--- src/rtl/id_ex_stage_reg_if.sv ---
// -----------------------------------------------------------------------------
// id_ex_stage_reg_if
//   Bundle of every signal exchanged between the ID/EX pipeline register and its
//   neighbours: the decode slot (id_*), the write-back port (wb_*), the EX-stage
//   control inputs (ex_flush / ex_hold) and the registered ID/EX outputs.
//
//   Handshake: id_valid marks a real instruction in the decode slot. stall_o acts
//   as an inverted ready. While stall_o=1 the upstream stages must hold PC and
//   IF/ID so that the same instruction re-presents on the next cycle. An
//   instruction is accepted on a rising edge where id_valid=1, stall_o=0 and
//   ex_flush=0.
//
//   Modports
//     master : the surrounding pipeline. It drives id_*, wb_*, ex_flush and
//              ex_hold, and observes stall_o, id_ex_* and stall_count.
//     slave  : the ID/EX register itself.
// -----------------------------------------------------------------------------
interface id_ex_stage_reg_if #(
  parameter int XLEN       = 32,
  parameter int REG_ADDR_W = 5
);
  // decode slot
  logic                  id_valid;
  logic [XLEN-1:0]       id_pc;
  logic [REG_ADDR_W-1:0] id_rs1;
  logic [REG_ADDR_W-1:0] id_rs2;
  logic                  id_uses_rs1;
  logic                  id_uses_rs2;
  logic [REG_ADDR_W-1:0] id_rd;
  logic [XLEN-1:0]       id_rs1_data;
  logic [XLEN-1:0]       id_rs2_data;
  logic [XLEN-1:0]       id_imm;
  logic                  id_regWrite;
  logic                  id_memRead;
  logic                  id_memWrite;
  logic [3:0]            id_aluOp;

  // write-back port
  logic                  wb_regWrite;
  logic [REG_ADDR_W-1:0] wb_rd;
  logic [XLEN-1:0]       wb_data;

  // EX-stage control
  logic                  ex_flush;
  logic                  ex_hold;

  // outputs
  logic                  stall_o;
  logic                  id_ex_valid;
  logic [XLEN-1:0]       id_ex_pc;
  logic [XLEN-1:0]       id_ex_rs1_data;
  logic [XLEN-1:0]       id_ex_rs2_data;
  logic [XLEN-1:0]       id_ex_imm;
  logic [REG_ADDR_W-1:0] id_ex_rs1;
  logic [REG_ADDR_W-1:0] id_ex_rs2;
  logic [REG_ADDR_W-1:0] id_ex_rd;
  logic                  id_ex_regWrite;
  logic                  id_ex_memRead;
  logic                  id_ex_memWrite;
  logic [3:0]            id_ex_aluOp;
  logic [31:0]           stall_count;

  modport master (
    output id_valid, id_pc, id_rs1, id_rs2, id_uses_rs1, id_uses_rs2, id_rd,
           id_rs1_data, id_rs2_data, id_imm, id_regWrite, id_memRead,
           id_memWrite, id_aluOp, wb_regWrite, wb_rd, wb_data, ex_flush, ex_hold,
    input  stall_o, id_ex_valid, id_ex_pc, id_ex_rs1_data, id_ex_rs2_data,
           id_ex_imm, id_ex_rs1, id_ex_rs2, id_ex_rd, id_ex_regWrite,
           id_ex_memRead, id_ex_memWrite, id_ex_aluOp, stall_count
  );

  modport slave (
    input  id_valid, id_pc, id_rs1, id_rs2, id_uses_rs1, id_uses_rs2, id_rd,
           id_rs1_data, id_rs2_data, id_imm, id_regWrite, id_memRead,
           id_memWrite, id_aluOp, wb_regWrite, wb_rd, wb_data, ex_flush, ex_hold,
    output stall_o, id_ex_valid, id_ex_pc, id_ex_rs1_data, id_ex_rs2_data,
           id_ex_imm, id_ex_rs1, id_ex_rs2, id_ex_rd, id_ex_regWrite,
           id_ex_memRead, id_ex_memWrite, id_ex_aluOp, stall_count
  );
endinterface

--- src/rtl/id_ex_stage_reg.sv ---
// -----------------------------------------------------------------------------
// id_ex_stage_reg
//   ID/EX pipeline register with load-use hazard detection, bubble insertion,
//   EX-driven flush/hold and WB-to-ID register-file write-through.
//
//   Ports
//     clk  : rising-edge clock
//     rst  : synchronous, active-high reset (all registers cleared)
//     bus  : id_ex_stage_reg_if.slave. It carries the id_* decode inputs, the
//            wb_* write-back port, ex_flush/ex_hold, and the outputs stall_o,
//            id_ex_* and stall_count.
//
//   Handshake: stall_o is an inverted ready for the decode slot. While it is 1,
//   the decode instruction is not consumed and must re-present next cycle.
//
//   Optional feature: macro STALL_CNT_EN. When it is defined, stall_count counts
//   the load-use bubbles (it wraps and is cleared by rst). When it is undefined,
//   stall_count is tied to zero and no counter is built.
//
//   Debug: upd_sel_dbg names the update action chosen for the coming edge.
// -----------------------------------------------------------------------------
module id_ex_stage_reg #(
  parameter int XLEN       = 32,
  parameter int REG_ADDR_W = 5
) (
  input  logic              clk,
  input  logic              rst,
  id_ex_stage_reg_if.slave  bus,
  output logic [2:0]        upd_sel_dbg
);

  // Update action for the next rising edge. The order follows the priority
  // used when several conditions hold at once.
  typedef enum logic [2:0] {
    UPD_RESET   = 3'd0,
    UPD_FLUSH   = 3'd1,
    UPD_HOLD    = 3'd2,
    UPD_BUBBLE  = 3'd3,
    UPD_CAPTURE = 3'd4
  } upd_e;

  // ---------------------------------------------------------------------------
  // Registered state
  // ---------------------------------------------------------------------------
  logic                  valid_q;
  logic [XLEN-1:0]       pc_q;
  logic [XLEN-1:0]       rs1_data_q;
  logic [XLEN-1:0]       rs2_data_q;
  logic [XLEN-1:0]       imm_q;
  logic [REG_ADDR_W-1:0] rs1_q;
  logic [REG_ADDR_W-1:0] rs2_q;
  logic [REG_ADDR_W-1:0] rd_q;
  logic                  reg_write_q;
  logic                  mem_read_q;
  logic                  mem_write_q;
  logic [3:0]            alu_op_q;

  // ---------------------------------------------------------------------------
  // Next-state values
  // ---------------------------------------------------------------------------
  logic                  valid_d;
  logic [XLEN-1:0]       pc_d;
  logic [XLEN-1:0]       rs1_data_d;
  logic [XLEN-1:0]       rs2_data_d;
  logic [XLEN-1:0]       imm_d;
  logic [REG_ADDR_W-1:0] rs1_d;
  logic [REG_ADDR_W-1:0] rs2_d;
  logic [REG_ADDR_W-1:0] rd_d;
  logic                  reg_write_d;
  logic                  mem_read_d;
  logic                  mem_write_d;
  logic [3:0]            alu_op_d;

  // ---------------------------------------------------------------------------
  // Hazard detection
  // ---------------------------------------------------------------------------
  logic rs1_match;
  logic rs2_match;
  logic hz;
  upd_e upd_sel;

  // A load in EX whose result the decode instruction needs cannot be
  // forwarded in time, so one bubble is inserted. Loads to x0 never create a
  // dependency.
  assign rs1_match = bus.id_uses_rs1 && (bus.id_rs1 == rd_q);
  assign rs2_match = bus.id_uses_rs2 && (bus.id_rs2 == rd_q);
  assign hz        = bus.id_valid && valid_q && mem_read_q &&
                     (rd_q != '0) && (rs1_match || rs2_match);

  // A flush kills the decode instruction, so there is no reason to hold
  // upstream during a flush.
  assign bus.stall_o = (hz || bus.ex_hold) && !bus.ex_flush;

  // ---------------------------------------------------------------------------
  // WB-to-ID write-through: the register file is written at the end of this
  // cycle, so the value read in decode would be stale. Writes to x0 are
  // ignored because x0 always reads as zero.
  // ---------------------------------------------------------------------------
  logic            wb_hits_rs1;
  logic            wb_hits_rs2;
  logic [XLEN-1:0] rs1_data_fwd;
  logic [XLEN-1:0] rs2_data_fwd;

  assign wb_hits_rs1  = bus.wb_regWrite && (bus.wb_rd != '0) &&
                        (bus.wb_rd == bus.id_rs1);
  assign wb_hits_rs2  = bus.wb_regWrite && (bus.wb_rd != '0) &&
                        (bus.wb_rd == bus.id_rs2);
  assign rs1_data_fwd = wb_hits_rs1 ? bus.wb_data : bus.id_rs1_data;
  assign rs2_data_fwd = wb_hits_rs2 ? bus.wb_data : bus.id_rs2_data;

  // ---------------------------------------------------------------------------
  // Update selection
  // ---------------------------------------------------------------------------
  always_comb begin
    upd_sel = UPD_CAPTURE;
    if (rst)              upd_sel = UPD_RESET;
    else if (bus.ex_flush) upd_sel = UPD_FLUSH;
    else if (bus.ex_hold)  upd_sel = UPD_HOLD;
    else if (hz)           upd_sel = UPD_BUBBLE;
  end

  assign upd_sel_dbg = upd_sel;

  // ---------------------------------------------------------------------------
  // Next-state values. Reset, flush and bubble all clear every field: the
  // control bits of a bubble must be zero, and the data is driven to zero as
  // well so that the bubble is deterministic.
  // ---------------------------------------------------------------------------
  always_comb begin
    valid_d     = 1'b0;
    pc_d        = '0;
    rs1_data_d  = '0;
    rs2_data_d  = '0;
    imm_d       = '0;
    rs1_d       = '0;
    rs2_d       = '0;
    rd_d        = '0;
    reg_write_d = 1'b0;
    mem_read_d  = 1'b0;
    mem_write_d = 1'b0;
    alu_op_d    = 4'h0;
    unique case (upd_sel)
      UPD_HOLD: begin
        valid_d     = valid_q;
        pc_d        = pc_q;
        rs1_data_d  = rs1_data_q;
        rs2_data_d  = rs2_data_q;
        imm_d       = imm_q;
        rs1_d       = rs1_q;
        rs2_d       = rs2_q;
        rd_d        = rd_q;
        reg_write_d = reg_write_q;
        mem_read_d  = mem_read_q;
        mem_write_d = mem_write_q;
        alu_op_d    = alu_op_q;
      end
      UPD_CAPTURE: begin
        valid_d     = bus.id_valid;
        pc_d        = bus.id_pc;
        rs1_data_d  = rs1_data_fwd;
        rs2_data_d  = rs2_data_fwd;
        imm_d       = bus.id_imm;
        rs1_d       = bus.id_rs1;
        rs2_d       = bus.id_rs2;
        rd_d        = bus.id_rd;
        // An empty decode slot must never look like a writer or a memory op.
        reg_write_d = bus.id_valid && bus.id_regWrite;
        mem_read_d  = bus.id_valid && bus.id_memRead;
        mem_write_d = bus.id_valid && bus.id_memWrite;
        alu_op_d    = bus.id_valid ? bus.id_aluOp : 4'h0;
      end
      default: ; // reset / flush / bubble: all-zero defaults
    endcase
  end

  // ---------------------------------------------------------------------------
  // Pipeline register. Reset is folded into upd_sel, so this block simply
  // loads the next-state values.
  // ---------------------------------------------------------------------------
  always_ff @(posedge clk) begin
    valid_q     <= valid_d;
    pc_q        <= pc_d;
    rs1_data_q  <= rs1_data_d;
    rs2_data_q  <= rs2_data_d;
    imm_q       <= imm_d;
    rs1_q       <= rs1_d;
    rs2_q       <= rs2_d;
    rd_q        <= rd_d;
    reg_write_q <= reg_write_d;
    mem_read_q  <= mem_read_d;
    mem_write_q <= mem_write_d;
    alu_op_q    <= alu_op_d;
  end

  // ---------------------------------------------------------------------------
  // Load-use bubble counter
  // ---------------------------------------------------------------------------
`ifdef STALL_CNT_EN
  logic [31:0] stall_cnt_q;

  // Counts only hazard bubbles. Flush bubbles and hold cycles are not counted.
  // The counter wraps naturally at 32 bits.
  always_ff @(posedge clk) begin
    if (rst)                        stall_cnt_q <= 32'h0;
    else if (upd_sel == UPD_BUBBLE) stall_cnt_q <= stall_cnt_q + 32'h1;
  end

  assign bus.stall_count = stall_cnt_q;
`else
  assign bus.stall_count = 32'h0;
`endif

  // ---------------------------------------------------------------------------
  // Outputs
  // ---------------------------------------------------------------------------
  assign bus.id_ex_valid    = valid_q;
  assign bus.id_ex_pc       = pc_q;
  assign bus.id_ex_rs1_data = rs1_data_q;
  assign bus.id_ex_rs2_data = rs2_data_q;
  assign bus.id_ex_imm      = imm_q;
  assign bus.id_ex_rs1      = rs1_q;
  assign bus.id_ex_rs2      = rs2_q;
  assign bus.id_ex_rd       = rd_q;
  assign bus.id_ex_regWrite = reg_write_q;
  assign bus.id_ex_memRead  = mem_read_q;
  assign bus.id_ex_memWrite = mem_write_q;
  assign bus.id_ex_aluOp    = alu_op_q;

endmodule

--- src/flat_wrapper.sv ---
// flat-port wrapper written by rule: the top's interface ports become plain ports
module id_ex_stage_reg_flat 
#(
  parameter int XLEN       = 32,
  parameter int REG_ADDR_W = 5
)
  (clk, rst, upd_sel_dbg, bus_id_valid, bus_id_pc, bus_id_rs1, bus_id_rs2, bus_id_uses_rs1, bus_id_uses_rs2, bus_id_rd, bus_id_rs1_data, bus_id_rs2_data, bus_id_imm, bus_id_regWrite, bus_id_memRead, bus_id_memWrite, bus_id_aluOp, bus_wb_regWrite, bus_wb_rd, bus_wb_data, bus_ex_flush, bus_ex_hold, bus_stall_o, bus_id_ex_valid, bus_id_ex_pc, bus_id_ex_rs1_data, bus_id_ex_rs2_data, bus_id_ex_imm, bus_id_ex_rs1, bus_id_ex_rs2, bus_id_ex_rd, bus_id_ex_regWrite, bus_id_ex_memRead, bus_id_ex_memWrite, bus_id_ex_aluOp, bus_stall_count);
  id_ex_stage_reg_if #(.XLEN(XLEN), .REG_ADDR_W(REG_ADDR_W)) bus_i ();
  input  logic clk;
  input  logic rst;
  output logic [2:0] upd_sel_dbg;
  input wire logic [$bits(bus_i.id_valid)-1:0] bus_id_valid;
  input wire logic [$bits(bus_i.id_pc)-1:0] bus_id_pc;
  input wire logic [$bits(bus_i.id_rs1)-1:0] bus_id_rs1;
  input wire logic [$bits(bus_i.id_rs2)-1:0] bus_id_rs2;
  input wire logic [$bits(bus_i.id_uses_rs1)-1:0] bus_id_uses_rs1;
  input wire logic [$bits(bus_i.id_uses_rs2)-1:0] bus_id_uses_rs2;
  input wire logic [$bits(bus_i.id_rd)-1:0] bus_id_rd;
  input wire logic [$bits(bus_i.id_rs1_data)-1:0] bus_id_rs1_data;
  input wire logic [$bits(bus_i.id_rs2_data)-1:0] bus_id_rs2_data;
  input wire logic [$bits(bus_i.id_imm)-1:0] bus_id_imm;
  input wire logic [$bits(bus_i.id_regWrite)-1:0] bus_id_regWrite;
  input wire logic [$bits(bus_i.id_memRead)-1:0] bus_id_memRead;
  input wire logic [$bits(bus_i.id_memWrite)-1:0] bus_id_memWrite;
  input wire logic [$bits(bus_i.id_aluOp)-1:0] bus_id_aluOp;
  input wire logic [$bits(bus_i.wb_regWrite)-1:0] bus_wb_regWrite;
  input wire logic [$bits(bus_i.wb_rd)-1:0] bus_wb_rd;
  input wire logic [$bits(bus_i.wb_data)-1:0] bus_wb_data;
  input wire logic [$bits(bus_i.ex_flush)-1:0] bus_ex_flush;
  input wire logic [$bits(bus_i.ex_hold)-1:0] bus_ex_hold;
  output wire logic [$bits(bus_i.stall_o)-1:0] bus_stall_o;
  output wire logic [$bits(bus_i.id_ex_valid)-1:0] bus_id_ex_valid;
  output wire logic [$bits(bus_i.id_ex_pc)-1:0] bus_id_ex_pc;
  output wire logic [$bits(bus_i.id_ex_rs1_data)-1:0] bus_id_ex_rs1_data;
  output wire logic [$bits(bus_i.id_ex_rs2_data)-1:0] bus_id_ex_rs2_data;
  output wire logic [$bits(bus_i.id_ex_imm)-1:0] bus_id_ex_imm;
  output wire logic [$bits(bus_i.id_ex_rs1)-1:0] bus_id_ex_rs1;
  output wire logic [$bits(bus_i.id_ex_rs2)-1:0] bus_id_ex_rs2;
  output wire logic [$bits(bus_i.id_ex_rd)-1:0] bus_id_ex_rd;
  output wire logic [$bits(bus_i.id_ex_regWrite)-1:0] bus_id_ex_regWrite;
  output wire logic [$bits(bus_i.id_ex_memRead)-1:0] bus_id_ex_memRead;
  output wire logic [$bits(bus_i.id_ex_memWrite)-1:0] bus_id_ex_memWrite;
  output wire logic [$bits(bus_i.id_ex_aluOp)-1:0] bus_id_ex_aluOp;
  output wire logic [$bits(bus_i.stall_count)-1:0] bus_stall_count;
  assign bus_i.id_valid = bus_id_valid;
  assign bus_i.id_pc = bus_id_pc;
  assign bus_i.id_rs1 = bus_id_rs1;
  assign bus_i.id_rs2 = bus_id_rs2;
  assign bus_i.id_uses_rs1 = bus_id_uses_rs1;
  assign bus_i.id_uses_rs2 = bus_id_uses_rs2;
  assign bus_i.id_rd = bus_id_rd;
  assign bus_i.id_rs1_data = bus_id_rs1_data;
  assign bus_i.id_rs2_data = bus_id_rs2_data;
  assign bus_i.id_imm = bus_id_imm;
  assign bus_i.id_regWrite = bus_id_regWrite;
  assign bus_i.id_memRead = bus_id_memRead;
  assign bus_i.id_memWrite = bus_id_memWrite;
  assign bus_i.id_aluOp = bus_id_aluOp;
  assign bus_i.wb_regWrite = bus_wb_regWrite;
  assign bus_i.wb_rd = bus_wb_rd;
  assign bus_i.wb_data = bus_wb_data;
  assign bus_i.ex_flush = bus_ex_flush;
  assign bus_i.ex_hold = bus_ex_hold;
  assign bus_stall_o = bus_i.stall_o;
  assign bus_id_ex_valid = bus_i.id_ex_valid;
  assign bus_id_ex_pc = bus_i.id_ex_pc;
  assign bus_id_ex_rs1_data = bus_i.id_ex_rs1_data;
  assign bus_id_ex_rs2_data = bus_i.id_ex_rs2_data;
  assign bus_id_ex_imm = bus_i.id_ex_imm;
  assign bus_id_ex_rs1 = bus_i.id_ex_rs1;
  assign bus_id_ex_rs2 = bus_i.id_ex_rs2;
  assign bus_id_ex_rd = bus_i.id_ex_rd;
  assign bus_id_ex_regWrite = bus_i.id_ex_regWrite;
  assign bus_id_ex_memRead = bus_i.id_ex_memRead;
  assign bus_id_ex_memWrite = bus_i.id_ex_memWrite;
  assign bus_id_ex_aluOp = bus_i.id_ex_aluOp;
  assign bus_stall_count = bus_i.stall_count;
  id_ex_stage_reg #(.XLEN(XLEN), .REG_ADDR_W(REG_ADDR_W)) u_core (.clk(clk), .rst(rst), .bus(bus_i), .upd_sel_dbg(upd_sel_dbg));
endmodule
--- config.mk ---
export PLATFORM = sky130hd
export DESIGN_NAME = id_ex_stage_reg_flat
export DESIGN_NICKNAME = d
export VERILOG_FILES = /design/src/rtl/id_ex_stage_reg_if.sv /design/src/rtl/id_ex_stage_reg.sv /design/src/flat_wrapper.sv
export SDC_FILE = /design/constraint.sdc
export NUM_CORES = 1
export LEC_CHECK = 0
export BUFFER_PORTS_ARGS = -buffer_cell sky130_fd_sc_hd__buf_4
export CAP_MARGIN = 10
export CORE_AREA = 4 4 148 150
export DETAILED_ROUTE_END_ITERATION = 8
export DIE_AREA = 0 0 152 154
export SLEW_MARGIN = 20
export SYNTH_ARGS = -nofsm -noshare
export SYNTH_HDL_FRONTEND = slang
export SYNTH_SLANG_ARGS = --single-unit
--- constraint.sdc ---
create_clock -name clk -period 12.8 [get_ports clk]
set_input_delay 1.28 -clock clk [delete_from_list [all_inputs] [get_ports clk]]
set_output_delay 1.28 -clock clk [all_outputs]
set_load 0.005 [all_outputs]
==> summary.txt, run 1 <==
Setup path
  • Crit path top cell by count: buf_4
  • CP max stage delay: 870 ps
  • Cell-by-cell trace of the critical path: buf_4 -> xnor2_1 -> nand4_1 -> o22ai_1 -> a2111o_2 -> buf_4 -> clkinv_2 -> buf_4
  • Levels on crit path: 8
  • Worst Setup Start Kind: primary input
  • Crit path buffers/inverters: 4
  • CP endpoint kind: output pin
  • Cells on worst reg2reg path: 7
  • Crit path arrival time: 4240 ps
  • CP Max Fanout: 80
  • CP delay by family, top: buffers and inverters
  • Worst Path Required: 11,520 ps
  • Slowest cell on the critical path: clkinv_2
  • Critical path class: primary input to output pin

Logic synthesis
  • Synth Area per Inst: 14.64 sq um
  • Cell area after synthesis: 6809 sq um
  • Seq/Total Area, Yosys: 0.6659
  • Mapped Cells: 465
  • Yosys reg bits: 151
  • Ys Warns: 0
  • Synth cell types: 24

Floorplan
  • I/O Pins: 382
  • Initial Util: 0.3291
  • Core ar.: about 21,000 sq um
  • Core Rows: 53
  • Die Footprint: 23,410 sq um
  • Die W: ~150 um
  • Vert. Die Dim: 154 um

Run status
  • Status: finished clean

Power and ir drop
  • Sequential share of power: 0.474
  • Worst vdd ir: 0.07807 mV
  • PwrDens: 122.9 nW/um^2
  • Leak: 0.004475 uW
  • Power, Total: around 1200 uW
  • Share of total power in combinational logic: 0.121
  • Int Power: around 940 uW
  • Clock share of power: 0.406
  • P_sw: 293.8 uW
  • Sw Ratio: 0.2381

CTS
  • # Post-CTS Setup Buffers: 0
  • CTS tree: built
  • Reg clk slew, reported paths: 70 ps
  • Clock Latency Late Sink: 420 ps
  • Sink Count: 151
  • CTS max path bufs: 2
  • Clock Tree Root: clkbuf_16
  • H-tree lvl count: 4
  • Post-CTS Resized: 0
  • CTS Hold Bufs: 0
  • Total CTS buffers: 17

Placed design
  • DP HPWL: 15,220 um
  • Gpl congestion: 0.8677
  • I/O Buffers: 349
  • Placed cell area: 9452 sq um

Min path
  • Hold depth: 2
  • Hold WC Path Type: primary input to register

Cells and area
  • Layout area overhead: 47.45%
  • Footprint of the multi-input gates: 1914 sq um
  • Share of layout cells above drive strength 1: 0.4734
  • Final core occ: 0.4852
  • Final nets: between 1,000 and 1,500
  • Sequential cell area: 4534 sq um
  • Number of diodes: 0
  • Fill count: 1,922
  • Final instance area: about 10,000 sq um

Timing
  • Final Setup Violations: 0
  • Endpoints failing hold: 0
  • Crit share post-route: 0.4312
  • Worst Max-Slew Pin Slew: between 1000 and 1500 ps
  • Rel. slew slack: 0.3293
  • Crit path time final: approximately 5500 ps
  • Highest Clock Rate: 0.1812 GHz
  • RSZ-0062 raised after global routing: false
  • TNS Setup: 0 ps
  • Final hold slack: 1134 ps
  • Clock skew: 10.59 ps
  • Slew Limit Fails: 0

Route
  • Number of remaining DRC errors: 0
  • Average wire per standard cell: 18.26 um
  • Antenna-violating nets left: 0
  • Pre-antenna DRT Iters: 4
  • Routed vias/inst: around 4.3
  • Vias: about 4,800
  • Initial DRC Count: 264
  • Post-Route WL: 20,140 um

Global routing
  • Global route overflow: 0
  • First-pass GRT wire length: 29,800 um
  • Largest net degree at the start of global routing: 81
  • GR Util All Layers: 0.1665
  • Vias in the first global route: ~5,000
  • Initial antenna violation count: 0

Flow run
  • Max-Cap Viols: 0
[Yosys cell counts]
library cell / count / share of area
o22ai_1: 1 / 0.00092
nand2_1: 3 / 0.0017
xnor2_1: 16 / 0.021
and3_1: 1 / 0.00092
mux2i_1: 64 / 0.094
conb_1: 1 / 0.00055
nor3_1: 2 / 0.0015
nor2_1: 68 / 0.037
inv_1: 1 / 0.00055
buf_4: 32 / 0.035
buf_6: 21 / 0.035
nand4_1: 2 / 0.0018
a2111o_1: 1 / 0.0017
edfxtp_1: 151 / 0.67
and2_1: 79 / 0.073
o21ai_4: 1 / 0.0024
a21oi_1: 2 / 0.0015
clkinv_2: 1 / 0.00073
and4_1: 7 / 0.0090
nand3_1: 3 / 0.0022
a31oi_1: 1 / 0.00092
nor4_4: 2 / 0.0062
xor2_1: 4 / 0.0051
or4_4: 1 / 0.0017
[cells by family after synthesis]
logic type,Yosys count,synth area share
other cells,1,0.0005507
flops,151,0.6659
xor+xnor,20,0.02572
simple gates,168,0.1351
mux,64,0.09408
buf+inv,55,0.07130
compound gates,6,0.007352
[cell type report]
| cell class | instances | area share |
|---|---|---|
| inverters | 2 | 0.0008724 |
| flip-flops and latches | 151 | 0.4516 |
| multi-input cells | 290 | 0.1907 |
| clock buffers | 17 | 0.04237 |
| clock inverters | 15 | 0.01620 |
| well taps | 275 | 0.03427 |
| repair buffers | 353 | 0.2640 |
[power groups by stage]
| stage | registers (uW) | clock network [uW] | logic (uW) |
|---|---|---|---|
| floorplan | 600 | 0 | 47.0 |
| global placement | 595 | 0 | 151 |
| detailed placement | 596 | 0 | 151 |
| CTS | 585 | 514 | 151 |
| global route | 588 | 541 | 162 |
| finish | 585 | 500 | 149 |
[worst register-to-register path: cells and delay by family (launching register included)]
kind / cells / cell delay [ps]
buf+inv: 2 / 1470
simple gates: 2 / 620
compound gates: 2 / 620
flops: 1 / 510
xor+xnor: 1 / 220
[final timing paths]
check,startpoint,endpoint,slack (ps)
max,bus_id_rs1[1],upd_sel_dbg[2],7280
min,bus_id_imm[26],u_core.bus.id_ex_imm[26]$_SDFFCE_PP0P_,1130
max reg2reg,u_core.bus.id_ex_rd[4]$_SDFFCE_PP0P_,u_core.bus.id_ex_rs2[1]$_SDFFCE_PP0P_,9090
min reg2reg,u_core.bus.id_ex_valid$_DFFE_PP_,u_core.bus.id_ex_valid$_DFFE_PP_,1270
[metrics by stage]
| step | setup WS, ps | instances |
|---|---|---|
| after floorplan | 7482 | 496 |
| after global placement | 7271 | 1071 |
| after detailed placement | 7248 | 1071 |
| after CTS | 7249 | 1103 |
| after global routing | 6977 | 1103 |
| final | 7281 | 1103 |
[cell usage in the layout (no fill, tap or decap), types with 3 or more instances in the layout]
cell       netlist  final
mux2i_1         64     64
inv_6            0      5
clkinv_2         1      3
inv_8            0      4
xor2_1           4      4
xnor2_1         16     16
conb_1           1     32
clkbuf_16        0     17
and4_1           7      7
buf_4           32    353
and2_1          79     79
nor2_1          68     68
nand3_1          3      3
edfxtp_1       151    151
[registers in the layout, indices dropped and copies added (netlist names)]
name and count:
u_core.bus.id_ex_pc 32, u_core.bus.id_ex_imm 32, u_core.bus.id_ex_rs1_data 32, u_core.bus.id_ex_valid 1
u_core.bus.id_ex_rs2_data 32, u_core.bus.id_ex_memRead 1, u_core.bus.id_ex_rs2 5, u_core.bus.id_ex_rs1 5
u_core.bus.id_ex_aluOp 4, u_core.bus.id_ex_memWrite 1, u_core.bus.id_ex_rd 5, u_core.bus.id_ex_regWrite 1
[metal layers]
layer,global-route usage,vias up,routed length (um)
met2,0.2936,238,10410
met3,0.06276,26,1654
met5,0,-,0
met4,0.05865,0,488
met1,0.1847,2230,7587
li1,-,2287,-
(Power assumes the default switching activity.)
==> run 2, diff against run 1 <==
Settings changed: ABC_AREA set to 1, CORE_AREA 4 4 148 150 to 4 4 147 149, DIE_AREA 0 0 152 154 to 0 0 151 153, PLACE_DENSITY set to 0.7.
Clock period 12.8 ns to 4.6 ns, I/O delays scaled along.
==> summary.txt, run 2 <==
Run status
  • Status: finished clean

Cells and area
  • Layout area overhead: 43.43%
  • Number of diodes: 0 (unchanged)
  • Share of layout cells above drive strength 1: 0.3824 (-0.09103)
  • Fill count: 1,832 (-4.7%)
  • Footprint of the multi-input gates: 2002 sq um (+4.6%)
  • Commonest non-fill, non-tap cell in the layout: buf_4
  • Final instance area: 10,760 sq um (+7.1%)
  • Sequential cell area: 4534 sq um (unchanged)
  • Commonest non-fill, non-tap cells in the layout: 355 x buf_4, 162 x nand2_1, 155 x inv_1
  • Final nets: 1,331 (+32%)

Route
  • Antenna-violating nets left: 0 (unchanged)
  • Post-Route WL: 21,930 um (+8.9%)
  • Vias: 6,151 (+29%)
  • Average wire per standard cell: 15.46 um (-15%)
  • Metal3 WL: 2210 um (+34%)
  • Initial DRC Count: 351 (+33%)
  • Number of remaining DRC errors: 0 (unchanged)
  • Met2 wire len: 11,110 um (+6.7%)
  • Pre-antenna DRT Iters: 5 (+1)
  • Metal-1 WL: 8210 um (+8.2%)
  • Routed vias/inst: 4.338 (about the same)
  • Top layer in use: met4

Logic synthesis
  • Post-synth top area cell: edfxtp_1
  • Post-synthesis xor/xnor area fraction: 0.01168 (-0.01405)
  • Top-count cell post-synth: nand2_1
  • Post-synth EDFFs: 151 (unchanged)
  • Yosys top cell area share: 0.6046 (-0.06133)
  • Largest family of logic cells by synthesized area: simple AND/OR/NAND/NOR gates
  • Cell area after synthesis: 7500 sq um (+10%)
  • Synth cell types: 19 (-21%)
  • Area share of fa/ha/maj cells after synthesis: 0 (unchanged)
  • Seq/Total Area, Yosys: 0.6046 (-0.06133)
  • Dominant cells by area after synthesis: edfxtp_1 60%, nand2_1 8.2%, inv_1 7.8%, nor2_1 6.2%, nand3_1 4.6%
  • Post-synth ARST share: 0 (unchanged)
  • Ys flop type: edfxtp_1
  • Portion of netlist area occupied by mux cells: 0 (-0.09408)
  • Yosys reg bits: 151 (unchanged)
  • Synth Area per Inst: 9.422 sq um (-36%)
  • Post-Synth Simple-Gate Area: 0.2341 (+0.09901)
  • Ys Warns: 0 (unchanged)
  • Synth top cells by count: 163 x nand2_1, 155 x inv_1, 151 x edfxtp_1, 124 x nor2_1, 69 x nand3_1
  • Compound-cell area share of the yosys netlist: 0.001835 (-0.005515)
  • Mapped Cells: 796 (+71%)

Placed design
  • Placed cell area: 10,160 sq um (+7.5%)
  • Gpl congestion: 0.8246 (-5.0%)
  • DP HPWL: 16,110 um (+5.8%)
  • I/O Buffers: 349 (unchanged)

CTS
  • CTS max path bufs: 2 (unchanged)
  • Post-CTS Resized: 0 (unchanged)
  • H-tree lvl count: 4 (unchanged)
  • Sink Count: 151 (unchanged)
  • CTS Hold Bufs: 0 (unchanged)
  • Clock Latency Late Sink: 410 ps (about the same)
  • # Post-CTS Setup Buffers: 0 (unchanged)
  • Reg clk slew, reported paths: 70 ps (about the same)
  • Total CTS buffers: 17 (unchanged)
  • Clock Tree Root: clkbuf_16
  • CTS tree: built

Timing
  • Crit path time final: 2832 ps
  • RSZ-0062 raised after global routing: false
  • Crit share post-route: 0.6157
  • TNS Setup: 0 ps (unchanged)
  • Final Setup Violations: 0 (unchanged)
  • Slew Limit Fails: 0 (unchanged)
  • Highest Clock Rate: between 0.3 and 0.4 GHz
  • Clock skew: 8.695 ps (-1.894 ps)
  • Worst Max-Slew Pin Slew: 1083 ps (+76.85 ps)
  • Endpoints failing hold: 0 (unchanged)
  • Rel. slew slack: 0.2781 (-0.05123)

Setup path
  • Cell-by-cell trace of the critical path: nand2_1 -> nand2_1 -> nor2_1 -> nand3_1 -> nand2_1 -> nand2_2 -> nand3_4 -> buf_4 -> inv_1 -> buf_4
  • CP Max Fanout: 52 (-35%)
  • Worst Path Required: 4140 ps (-7380 ps)
  • Critical path class: register to output pin
  • Crit path arrival time: 2370 ps (-1870 ps)
  • CP max stage delay: 550 ps (-320 ps)
  • Crit path top cell by count: nand2_1
  • Slowest cell on the critical path: buf_4
  • Worst Setup Start Kind: register
  • CP endpoint kind: output pin

Floorplan
  • Die W: 151 um (-0.66%)
  • Initial Util: 0.3718 (+0.04274)
  • Die Footprint: 23,100 sq um (-1.3%)
  • Vert. Die Dim: 153 um (-0.65%)
  • I/O Pins: 382 (unchanged)
  • Core ar.: 20,170 sq um (-2.5%)
  • Core Rows: 52 (-1.9%)

Power and ir drop
  • Leak: 0.005755 uW (+29%)
  • PwrDens: 332.3 nW/um^2 (+170%)
  • Worst vdd ir: 0.2226 mV (+190%)

Global routing
  • Global route overflow: 0 (unchanged)
  • Initial antenna violation count: 0 (unchanged)
  • Vias in the first global route: 6,088 (+22%)
  • Largest net degree at the start of global routing: 96 (+19%)
  • GR Util All Layers: 0.1842 (+0.01763)
  • First-pass GRT wire length: 32,760 um (+9.9%)

Flow run
  • Max-Cap Viols: 0 (unchanged)

Min path
  • Hold WC Path Type: primary input to register
## run 2: through the flow
step                  util  hold slack (ps)  std cells  setup slack (ps)  total power, uW
floorplan                -            665.5        827             168.8             1860
global route        0.5333            320.6       1418              1557             3733
CTS                 0.5333            317.2       1418              1729             3615
detailed placement  0.5035            759.4       1387              2047             2155
finish              0.5333            339.1       1418              1768             3574
global placement    0.5035            752.1       1387              2055             2148
## run 2: report_power, final
part           switching, uW  internal, uW
clock network            593           863
logic                    238           256
registers               26.9          1600
## run 2: final cells by class
type,instances,area share
clock buffers,18,0.03990
clock inverters,13,0.01594
inverters,159,0.05548
multi-input cells,451,0.1861
flip-flops and latches,151,0.4215
well taps,270,0.03141
repair buffers,356,0.2496
## run 2: per-layer routing
metal / vias up / GRT usage
li1: 3060 / -
met1: 2778 / 0.2132
met2: 287 / 0.3258
met3: 26 / 0.05241
met4: 0 / 0.05959
met5: - / 0
## run 2: worst paths after layout
path | depth (start not counted) | start | slack, ps | to
worst max-delay path | 10 | u_core.bus.id_ex_rd[1]$_SDFFCE_PP0P_ | 1770 | upd_sel_dbg[2]
worst min register to register | 5 | u_core.bus.id_ex_valid$_DFFE_PP_ | 1010 | u_core.bus.id_ex_aluOp[3]$_SDFFCE_PN0P_
worst min-delay path | 3 | bus_id_imm[25] | 340 | u_core.bus.id_ex_imm[25]$_SDFFCE_PP0P_
worst max register to register | 9 | u_core.bus.id_ex_rd[1]$_SDFFCE_PP0P_ | 2160 | u_core.bus.id_ex_pc[17]$_SDFFCE_PP0P_
## run 2: logic make-up after synthesis
| logic type | Yosys count |
|---|---|
| AND/OR/NAND/NOR | 407 |
| buffers and inverters | 225 |
| flip-flops | 151 |
| XOR/XNOR | 10 |
| AO/OA/AOI/OAI | 2 |
| other | 1 |
## run 2: worst max-delay path, delay by kind of cell, from the launching register on
| kind | cells | cell delay (ps) |
|---|---|---|
| AND/OR/NAND/NOR | 7 | 660 |
| buffers and inverters | 3 | 800 |
| flip-flops | 1 | 470 |
==> run 3, diff against run 2 <==
Settings changed: CORE_AREA 4 4 147 149 to 4 4 145 147, DIE_AREA 0 0 151 153 to 0 0 149 151, PLACE_DENSITY 0.7 to 0.69.
Clock period 4.6 ns to 2.65 ns, I/O delays scaled along.
==> summary.txt, run 3 (synthesis gave the netlist of run 2 again) <==
Run status
  • Status: finished clean

Route
  • Routed vias/inst: 4.336 (about the same)
  • Average wire per standard cell: 15.25 um (-1.4%)
  • Post-Route WL: 21,760 um (-0.78%)
  • Antenna-violating nets left: 0 (unchanged)
  • Pre-antenna DRT Iters: 5 (unchanged)
  • Number of remaining DRC errors: 0 (unchanged)
  • Vias: 6,187 (+0.59%)
  • Initial DRC Count: 318 (-9.4%)

Power and ir drop
  • Sw Ratio: 0.2541 (+0.01423)
  • Int Power: 4564 uW (+68%)
  • PwrDens: 564.1 nW/um^2 (+70%)
  • Clock share of power: 0.397 (-0.010)
  • Sequential share of power: 0.461 (+0.006)
  • Worst vdd ir: 0.4020 mV (+81%)
  • Leak: 0.005798 uW (+0.75%)
  • P_sw: 1555 uW (+81%)
  • Share of total power in combinational logic: 0.142 (+0.004)

Setup path
  • Reg-to-reg endpoint: u_core.bus.id_ex_rs2_data[14]$_SDFFCE_PP0P_
  • Worst reg-to-reg setup slack: 610 ps (-1550 ps)
  • Critical path class: register to output pin
  • R2r startpoint: u_core.bus.id_ex_rd[1]$_SDFFCE_PP0P_
  • Slowest cell on the critical path: edfxtp_1
  • Cell-by-cell trace of the critical path: nor2_1 -> nand4_1 -> nand4_1 -> inv_1 -> nand2_2 -> nand3_4 -> inv_1 -> buf_4
  • CP max stage delay: 470 ps (-80 ps)
  • CP Max Fanout: 25 (-52%)
  • CP endpoint kind: output pin
  • Crit path arrival time: 2100 ps (-270 ps)
  • Worst Setup Start Kind: register
  • Worst Path Required: 2380 ps (-1760 ps)
  • Cells on worst reg2reg path: 8 (-1)

Timing
  • RSZ-0062 raised after global routing: false
  • Clock skew: 10.50 ps (+1.806 ps)
  • Crit share post-route: 0.8926
  • Rel. slew slack: 0.3443 (+0.06622)
  • Final setup margin: 284.6 ps (-1483 ps)
  • Final Setup Violations: 0 (unchanged)
  • Final hold slack: 134.1 ps (-205.0 ps)
  • TNS Setup: 0 ps (unchanged)
  • Crit path time final: between 2000 and 2500 ps
  • Endpoints failing hold: 0 (unchanged)
  • Highest Clock Rate: 0.4228 GHz
  • Slew Limit Fails: 0 (unchanged)
  • Worst Max-Slew Pin Slew: 983.5 ps (-99.33 ps)

CTS
  • Total CTS buffers: 17 (unchanged)
  • H-tree lvl count: 4 (unchanged)
  • Clock Latency Late Sink: 420 ps (about the same)
  • CTS max path bufs: 2 (unchanged)
  • Sink Count: 151 (unchanged)
  • Post-CTS Resized: 0 (unchanged)
  • Reg clk slew, reported paths: 70 ps (about the same)
  • CTS tree: built
  • CTS Hold Bufs: 0 (unchanged)
  • Clock Tree Root: clkbuf_16
  • # Post-CTS Setup Buffers: 0 (unchanged)

Cells and area
  • Non-filler instance count after layout: 1,427 (+0.63%)
  • Commonest non-fill, non-tap cells in the layout: 360 x buf_4, 162 x nand2_1, 155 x inv_1
  • Number of diodes: 0 (unchanged)
  • Commonest non-fill, non-tap cell in the layout: buf_4
  • Final nets: 1,339 (+0.60%)
  • Share of layout cells above drive strength 1: 0.3889 (+0.006533)
  • Layout area overhead: 44.64%
  • Final core occ: 0.5449 (+0.01156)

Global routing
  • GR Util All Layers: 0.1870 (+0.002865)
  • Largest net degree at the start of global routing: 78 (-19%)
  • Initial antenna violation count: 0 (unchanged)
  • Global route overflow: 0 (unchanged)
  • First-pass GRT wire length: 32,360 um (-1.2%)
  • Vias in the first global route: 6,022 (-1.1%)

Placed design
  • DP Worst Slack: -120.5 ps (-2168 ps)
  • Gpl congestion: 0.8485 (+2.9%)
  • I/O Buffers: 349 (unchanged)
  • Dpl cells: 1,395 (+0.58%)
  • DP HPWL: 16,380 um (+1.7%)

Min path
  • Hold depth: 3 (unchanged)
  • Hold EP: u_core.bus.id_ex_imm[28]$_SDFFCE_PP0P_
  • Hold WC Path Type: primary input to register
  • Worst Min Path Start: bus_id_imm[28]

Floorplan
  • Initial Util: 0.3767 (+0.004861)
  • Vert. Die Dim: 151 um (-1.3%)
  • I/O Pins: 382 (unchanged)
  • Die W: 149 um (-1.3%)
  • Core ar.: 19,910 sq um (-1.3%)
  • Core Rows: 52 (unchanged)
  • Die Footprint: 22,500 sq um (-2.6%)

Flow run
  • Max-Cap Viols: 0 (unchanged)
-- run 3: per-stage QoR --
stage / power (uW) / cell area (sq um)
final: 6119 / 10850
after global routing: 6383 / 10850
after CTS: 6185 / 10850
after detailed placement: 3750 / 10260
after global placement: 3743 / 10260
after floorplan: 3219 / 7624
-- run 3: worst max-delay path: cells and delay by family (launching register included) --
family / cells / cell delay [ps]
buffers and inverters: 3 / 330
DFF: 1 / 470
and+or+nand+nor: 5 / 880
-- run 3: worst max-delay path by stage --
stage / startpoint / to / slack, ps / cells past startpoint
after floorplan: rst / u_core.bus.id_ex_aluOp[0]$_SDFFCE_PN0P_ / 720 / 2
after global placement: bus_wb_rd[3] / u_core.bus.id_ex_rs2_data[30]$_SDFFCE_PP0P_ / -100 / 9
after detailed placement: bus_wb_rd[0] / u_core.bus.id_ex_rs2_data[30]$_SDFFCE_PP0P_ / -120 / 9
after CTS: u_core.bus.id_ex_rd[4]$_SDFFCE_PP0P_ / upd_sel_dbg[2] / 240 / 10
after global routing: u_core.bus.id_ex_rd[4]$_SDFFCE_PP0P_ / upd_sel_dbg[2] / 30 / 10
final: u_core.bus.id_ex_rd[1]$_SDFFCE_PP0P_ / upd_sel_dbg[2] / 280 / 8
-- run 3: routing by layer --
layer | GRT usage | vias to the layer above | routed length, um
met5 | 0 | - | 0
met4 | 0.05995 | 0 | 484
met3 | 0.07391 | 34 | 2383
met2 | 0.3209 | 313 | 10750
met1 | 0.2153 | 2760 | 8136
li1 | - | 3080 | -
-- run 3: layout make-up --
class	count	area [sq um]
Timing Repair Buffer	364	2783
Fill cell	1834	9061
Sequential cell	151	4534
Inverter	159	596.8
Multi-Input combinational cell	451	2011
Tap cell	270	337.8
Clock buffer	17	425.4
Clock inverter	15	160.2
-- run 3: power groups by stage --
stage	Combinational (uW)	Sequential, uW	Clock [uW]
after global placement	871	2870	0
after detailed placement	876	2870	0
after floorplan	330	2890	0
final	867	2820	2430
after CTS	878	2820	2480
after global routing	952	2830	2600
